$ cat config.mk
export PLATFORM = sky130hd
export DESIGN_NAME = nibble_serial_adder
export DESIGN_NICKNAME = d
export VERILOG_FILES = /design/src/rtl/nibble_serial_adder.sv
export SDC_FILE = /design/constraint.sdc
export NUM_CORES = 1
export LEC_CHECK = 0
export BUFFER_PORTS_ARGS = -buffer_cell sky130_fd_sc_hd__buf_2
export CORE_MARGIN = 4
export CORE_UTILIZATION = 44
export CTS_CLUSTER_SIZE = 24
export DETAILED_ROUTE_END_ITERATION = 16
export GPL_TIMING_DRIVEN = 0
export PLACE_DENSITY = 0.67
export SLEW_MARGIN = 20
export SYNTH_ARGS = -nofsm -noshare
export SYNTH_HDL_FRONTEND = slang
export SYNTH_SLANG_ARGS = --single-unit
export TNS_END_PERCENT = 30
$ cat constraint.sdc
create_clock -name clk -period 2.95 [get_ports clk]
set_input_delay 0.4425 -clock clk [delete_from_list [all_inputs] [get_ports clk]]
set_output_delay 0.4425 -clock clk [all_outputs]
set_load 0.02 [all_outputs]
$ cat src/rtl/nibble_serial_adder.sv
// nibble_serial_adder: multi-cycle wide adder that pushes one nibble per clock
// through a single 4-bit carry-lookahead slice, LSB nibble first, with the
// nibble carry-out registered and fed back as the next nibble's carry-in.
module nibble_serial_adder #(
  parameter int WIDTH = 16
) (
  input  logic             clk,
  input  logic             rst,
  input  logic             start,
  input  logic [WIDTH-1:0] a,
  input  logic [WIDTH-1:0] b,
  input  logic             cin,
  output logic             busy,
  output logic             done,
  output logic [WIDTH-1:0] sum,
  output logic             cout,
  output logic             ovf
);

  localparam int NIB = WIDTH / 4;
  localparam int KW  = $clog2(NIB);
  localparam logic [KW-1:0] LAST = KW'(NIB - 1);

  typedef enum logic [1:0] {
    IDLE = 2'd0,
    RUN  = 2'd1,
    DONE = 2'd2
  } state_t;

  state_t           state;
  state_t           next_state;
  logic             accept;
  logic             last;
  logic [KW-1:0]    k;
  logic             carry;
  logic [WIDTH-1:0] a_reg;
  logic [WIDTH-1:0] b_reg;
  logic [3:0]       a_nib;
  logic [3:0]       b_nib;
  logic [3:0]       p;
  logic [3:0]       g;
  logic [3:0]       c;
  logic [3:0]       s;

  assign a_nib = a_reg[{k, 2'b00} +: 4];
  assign b_nib = b_reg[{k, 2'b00} +: 4];

  assign busy = (state == RUN);
  assign done = (state == DONE);

  // State register; reset aborts any operation in flight.
  always_ff @(posedge clk) begin
    if (rst) begin
      state <= IDLE;
    end else begin
      state <= next_state;
    end
  end

  // Next-state logic; a start is honoured in IDLE and DONE so results can chain.
  always_comb begin
    next_state = state;
    accept     = 1'b0;
    last       = 1'b0;
    unique case (state)
      IDLE: begin
        if (start) begin
          accept     = 1'b1;
          next_state = RUN;
        end
      end
      RUN: begin
        if (k == LAST) begin
          last       = 1'b1;
          next_state = DONE;
        end
      end
      DONE: begin
        if (start) begin
          accept     = 1'b1;
          next_state = RUN;
        end else begin
          next_state = IDLE;
        end
      end
      default: next_state = IDLE;
    endcase
  end

  // 4-bit carry-lookahead slice on the current nibble, seeded by the carry register.
  always_comb begin
    p    = a_nib ^ b_nib;
    g    = a_nib & b_nib;
    c[0] = g[0] | (p[0] & carry);
    c[1] = g[1] | (p[1] & g[0]) | (p[1] & p[0] & carry);
    c[2] = g[2] | (p[2] & g[1]) | (p[2] & p[1] & g[0])
         | (p[2] & p[1] & p[0] & carry);
    c[3] = g[3] | (p[3] & g[2]) | (p[3] & p[2] & g[1])
         | (p[3] & p[2] & p[1] & g[0]) | (p[3] & p[2] & p[1] & p[0] & carry);
    s    = p ^ {c[2:0], carry};
  end

  // Operand capture on accept, then one nibble of sum per RUN cycle; flags land on the last nibble.
  always_ff @(posedge clk) begin
    if (rst) begin
      a_reg <= '0;
      b_reg <= '0;
      carry <= 1'b0;
      k     <= '0;
      sum   <= '0;
      cout  <= 1'b0;
      ovf   <= 1'b0;
    end else if (accept) begin
      a_reg <= a;
      b_reg <= b;
      carry <= cin;
      k     <= '0;
      sum   <= '0;
    end else if (busy) begin
      sum[{k, 2'b00} +: 4] <= s;
      carry <= c[3];
      if (last) begin
        k    <= '0;
        cout <= c[3];
        ovf  <= c[2] ^ c[3];
      end else begin
        k <= k + 1'b1;
      end
    end
  end

endmodule

### Word level (Yosys, flattened, before mapping)

Index checks and enable logic that the tools add are counted.

* flip-flop bits (word level): 55
* bits of input ports: 36
* output and inout port bits: 20
* logic and storage cells: 68

* add/sub/neg operators: 2
* equal/unequal tests: 5
* shifts and indexed selects: 4
* multiplexer cells: 12
* bitwise gates (word level): 31
* reduce and logical (&&, ||, !) cells: 6

Operator list (count)
* indexed part select 16 x 5 -> 4 bit: 2
* AND 1 bit: 16
* bitwise mux 16 bit: 1
* variable shift 4 x 6 -> 16 bit (first input constant): 1
* indexed part select 4 x 6 -> 16 bit: 1
* OR 1 bit: 10
* bitwise XOR 4 bit: 2
* two-way mux 1 bit: 7
* two-way mux 2 bit: 3
* negation 4 -> 6 bit: 1
* case mux 2 bit (3 select lines): 1
* AND 4 bit: 1
* equality test 2 bit (second input constant): 2
* OR reduction 2 bit: 2
* AND reduction 3 bit: 1
* adder 2 x 1 -> 2 bit (second input constant): 1
* equality test 2 x 1 -> 1 bit (second input constant): 1
* zero test 2 bit: 1
* != test 2 x 1 -> 1 bit (second input constant): 1
* != test 2 bit (second input constant): 1
* AND reduction 2 bit: 1
* nonzero test 2 bit: 1
* NOT 1 bit: 1
* bitwise XOR 1 bit: 1

### Depth between registers and ports, before layout

* depth after elaboration: 9
* mapped depth: 7
* depth with buffers taken out: 6

### Worst setup path before layout

Ideal clock, no wire load.

* path type: reg2reg
* start: reg k[0]
* end: reg sum[11]
* setup time: 0.118 ns
* data arrival time: 2.465 ns
* required time: 2.832 ns
* slack: 0.367 ns
* cell stages (with the launch flop): 8
* path buffers: 1
* clock period less this slack: 2.583 ns
* cell sequence: dfxtp_1 > buf_4 > mux4_2 > ha_1 > a211o_2 > a31oi_1 > a211o_1 > o21ai_1

* word-level cells in the longest chain between the ends: 9
* elaborated cells on any way between the ends: 24
* those cells by class: add/sub (1); shift (4); mux (1); bitwise (18)

RTL lines
* from (decl): line 34 `logic [KW-1:0] k;`
* from (signal assigned): line 127 `k <= k + 1'b1;`
* indexed part select 16 x 5 -> 4 bit (on tied branches): line 45, 46
* bitwise XOR 4 bit or AND 4 bit (tied branches): line 92, 93
* AND 1 bit (on tied branches): line 96, 97
* OR 1 bit (tied with other cells): line 96 `c[2] = g[2] | (p[2] & g[1]) | (p[2] & p[1] & g[0])`
* OR 1 bit or AND 1 bit (tied branches): line 96, 97
* OR 1 bit: line 97 `| (p[2] & p[1] & p[0] & carry);`
* bitwise XOR 4 bit: line 100 `s = p ^ {c[2:0], carry};`
* indexed part select 4 x 6 -> 16 bit: line 120 `sum[{k, 2'b00} +: 4] <= s;`
* bitwise mux 16 bit (*): line 120
* to (signal, indexed assignment): line 120
* to (decl): line 15 `output logic [WIDTH-1:0] sum,`

Every way passes the cells marked *; elsewhere a longest branch is shown, timed or not.
A chain may end at the register's enable or synchronous reset.

### Worst setup path in the final report

* start: reg k[1]
* end: reg sum[3]

The elaborated chain is that of the path after synthesis.

==> flow_summary.yaml <==
outcome:
  status: "complete, no violations"
worst_setup_path:
  required_ns: 3.15
  crit_arrival_ns: 3.04
  r2r_slack_ns: 0.11
  cp_max_fo: 10
  max_stage_delay_ns: 0.51
  crit_type: "reg2reg"
  cp_slowest_cell: "clkbuf_1"
  worstReg2RegEnd: "sum[3]$_SDFFE_PP0P_"
  cp-start-kind: "flip-flop"
  worstPathCellList: "clkbuf_1 > mux4_2 > ha_1 > a211o_2 > a31oi_1 > a211o_1 > o21ai_1"
  crit_buf_inv: 1
  end_kind: "flip-flop"
  worst_r2r_path_depth: 7
  timing.rr.start: "k[1]$_SDFFE_PP0P_"
  critical_path.top_delay_family: "compound AO/OA/AOI/OAI gates"
power:
  p_int_mw: 1.03
  powerDensity_nw_per_um2: 488
  p_leak_nw: 1.23
  p_switching_uw: 387
  seqPwrFrac_pct: 55.9
  p_comb_share_pct: 15.1
  p_clk_share_pct: 29.0
  ir_drop_mv: 0.255
  swShare_pct: 27.3
clock_network:
  cts.path.max_buffers: 2
  h-tree-depth: 2
  postCtsHoldBufs: 0
  insertion_delay_ns: 0.30
  cts_sinks: 55
  cts_tree: "yes"
  path_clk_slew_ns: 0.10
  root_buffer: "clkbuf_8"
  numCtsBuffers: 5
logic_synthesis:
  async_flop_share_pct: 0
  synth_most_common_cell: "nand2_1"
  ys_warn_count: 0
  yosysTopAreaCell: "dfxtp_1"
  post_synth_most_frequent_cells: "nand2_1, dfxtp_1, a21oi_1"
  ys_ff_latch: 55
  synth_area_sq_um: 2450
  synth_cells: 273
  ys_seq_area_share_pct: 44.9
  synth_nets: 320
  synth_top_area_share_pct: 44.9
  synthTopCellsByArea: "dfxtp_1, nand2_1, a21oi_1"
  avgSynthCellArea_sq_um: 8.99
  synth_edf_count: 0
  ys.flop_type: "dfxtp_1"
  yosysUniqueCellTypes: 37
global_route:
  grt_pass1_wl_um: 8970
  grt_pass1_vias: 1959
  grt_overflow: 0
  antenna_found_initial: 0
  grt_max_degree: 18
  grt_usage_pct: 17.3
route:
  postRouteAntennaNets: 0
  vias: 2092
  wl_um: 5530
  drt-wirelength-per-cell_um: 13.6
  drc: 0
  dr.pass1.iters: 4
  drt_iter0_markers: 68
  via_per_inst: 5.15
final_layout:
  diodes: 0
  final-seq-area_sq_um: 1100
  synthToLayoutAreaGrowth_pct: 18.4
  nNetsFinal: 382
  drive_gt1_share_pct: 27.4
  nFillCells: 529
  multi_input_area_sq_um: 1240
  design_area_sq_um: 2910
  fin_cells: 406
floorplanning:
  row_count: 26
  coreArea_sq_um: 5270
  dieArea_sq_um: 6840
  pin_count: 56
  die_h_um: 82.7
  start_util_pct: 46.6
  die_w_um: 82.7
timing:
  period_share_pct: 96.4
  worst_slack_ns: 0.107
  max_freq_mhz: 352
  setup_viol_count_final: 0
  rsz0062_at_grt: "false"
  fin_worst_skew_ns: 0.00418
  worstMarginPinSlew_ns: 0.636
  hold_viol: 0
  finalCriticalPeriod_ns: 2.84
  finalMaxSlewViolations: 0
  tns_ns: 0
  slew_headroom_pct: 57.6
worst_hold_path:
  min-delay-start: "a[5]"
  min_to: "a_reg[5]$_SDFFE_PP0P_"
  holdPathStages: 3
  hp-class: "in2reg"
place:
  hpwl_um: 4220
  port-buffer-count: 55
  place.gp.congestion: 0.819
  detailedPlace.worstSlack_ns: 0.0441
  placed_area_sq_um: 2820
  placed_cells: 398
job:
  cap_violations: 0
layer usage:
layer | routed length [um] | GRT usage, % | share of wire (%)
met2 | 2660 | 28.1 | 48
met1 | 2450 | 22.4 | 44
met5 | 0 | 0 | 0
met4 | 80 | 6.70 | 1.4
met3 | 339 | 3.69 | 6.1
what timing repair did:
action,CTS,global route
buffers inserted,0,0
resized for setup,0,1
setup endpoints to repair,0,5
worst max-delay path by stage:
| stage | cells after the start | slack [ns] | startpoint | to |
|---|---|---|---|---|
| 4_1_cts | 7 | 0.03 | k[0]$_SDFFE_PP0P_ | sum[3]$_SDFFE_PP0P_ |
| 3_5_place_dp | 7 | 0.04 | k[0]$_SDFFE_PP0P_ | sum[3]$_SDFFE_PP0P_ |
| 6_report | 7 | 0.11 | k[1]$_SDFFE_PP0P_ | sum[3]$_SDFFE_PP0P_ |
| 3_3_place_gp | 7 | 0.08 | k[0]$_SDFFE_PP0P_ | sum[3]$_SDFFE_PP0P_ |
| 2_1_floorplan | 7 | 0.37 | k[0]$_SDFFE_PP0P_ | sum[11]$_SDFFE_PP0P_ |
| 5_1_grt | 7 | 0.002 | k[1]$_SDFFE_PP0P_ | sum[7]$_SDFFE_PP0P_ |
power by group through the flow:
stage	Clock [mW]	Sequential, mW	Combinational [mW]
4_1_cts	0.424	0.794	0.215
2_1_floorplan	0	0.808	0.148
5_1_grt	0.456	0.799	0.240
3_5_place_dp	0	0.812	0.214
6_report	0.412	0.794	0.214
3_3_place_gp	0	0.811	0.212
layout by cell type, fill, tap and decap left out, types with 2 or more instances in the layout:
| master | instances |
|---|---|
| nand2_1 | 68 |
| buf_2 | 63 |
| dfxtp_1 | 54 |
| a21oi_1 | 39 |
| nor2_1 | 18 |
| ha_1 | 10 |
| mux4_2 | 8 |
| a22oi_1 | 8 |
| inv_1 | 6 |
| nand3_1 | 6 |
| nor3_1 | 5 |
| clkbuf_8 | 5 |
| clkbuf_1 | 4 |
| nand3b_1 | 4 |
| o21ai_1 | 4 |
| a32oi_1 | 4 |
| buf_4 | 2 |
| and2b_1 | 2 |
| o22ai_1 | 2 |
| nor4b_4 | 2 |
| clkinv_2 | 2 |
logic make-up (layout without fill, tap and decap cells):
kind of cell / after synthesis / count (layout) / share of synthesized area (%)
xor gates and xnor gates: 1 / 1 / 0.357
AOI/OAI and AO/OA: 62 / 62 / 14.8
buffers and inverters: 23 / 86 / 4.44
and+or+nand+nor: 113 / 113 / 22.3
DFF: 55 / 55 / 44.9
adders and majority gates: 11 / 11 / 5.92
muxes: 8 / 8 / 7.34
through the flow:
stage	utilization, %	total power [mW]	hold WS, ns
final	55.1	1.42	0.364
after global routing	55.1	1.49	0.351
after CTS	55.1	1.43	0.355
after floorplan	-	0.956	0.433
after detailed placement	53.4	1.03	0.443
after global placement	53.4	1.02	0.439
worst register-to-register path: stages, from the launching register on:
cell and delay, ns:
dfxtp_1 0.39, clkbuf_1 0.51, mux4_2 0.47, ha_1 0.33
a211o_2 0.36, a31oi_1 0.30, a211o_1 0.27, o21ai_1 0.10
cell type report:
class | instances | area share [%]
Buffer | 15 | 2.54
Clock buffer | 5 | 2.37
Clock inverter | 3 | 0.646
Inverter | 8 | 1.21
Multi-Input combinational cell | 195 | 42.8
Sequential cell | 55 | 37.9
Tap cell | 70 | 3.01
Timing Repair Buffer | 55 | 9.47
(Power assumes the default switching activity.)
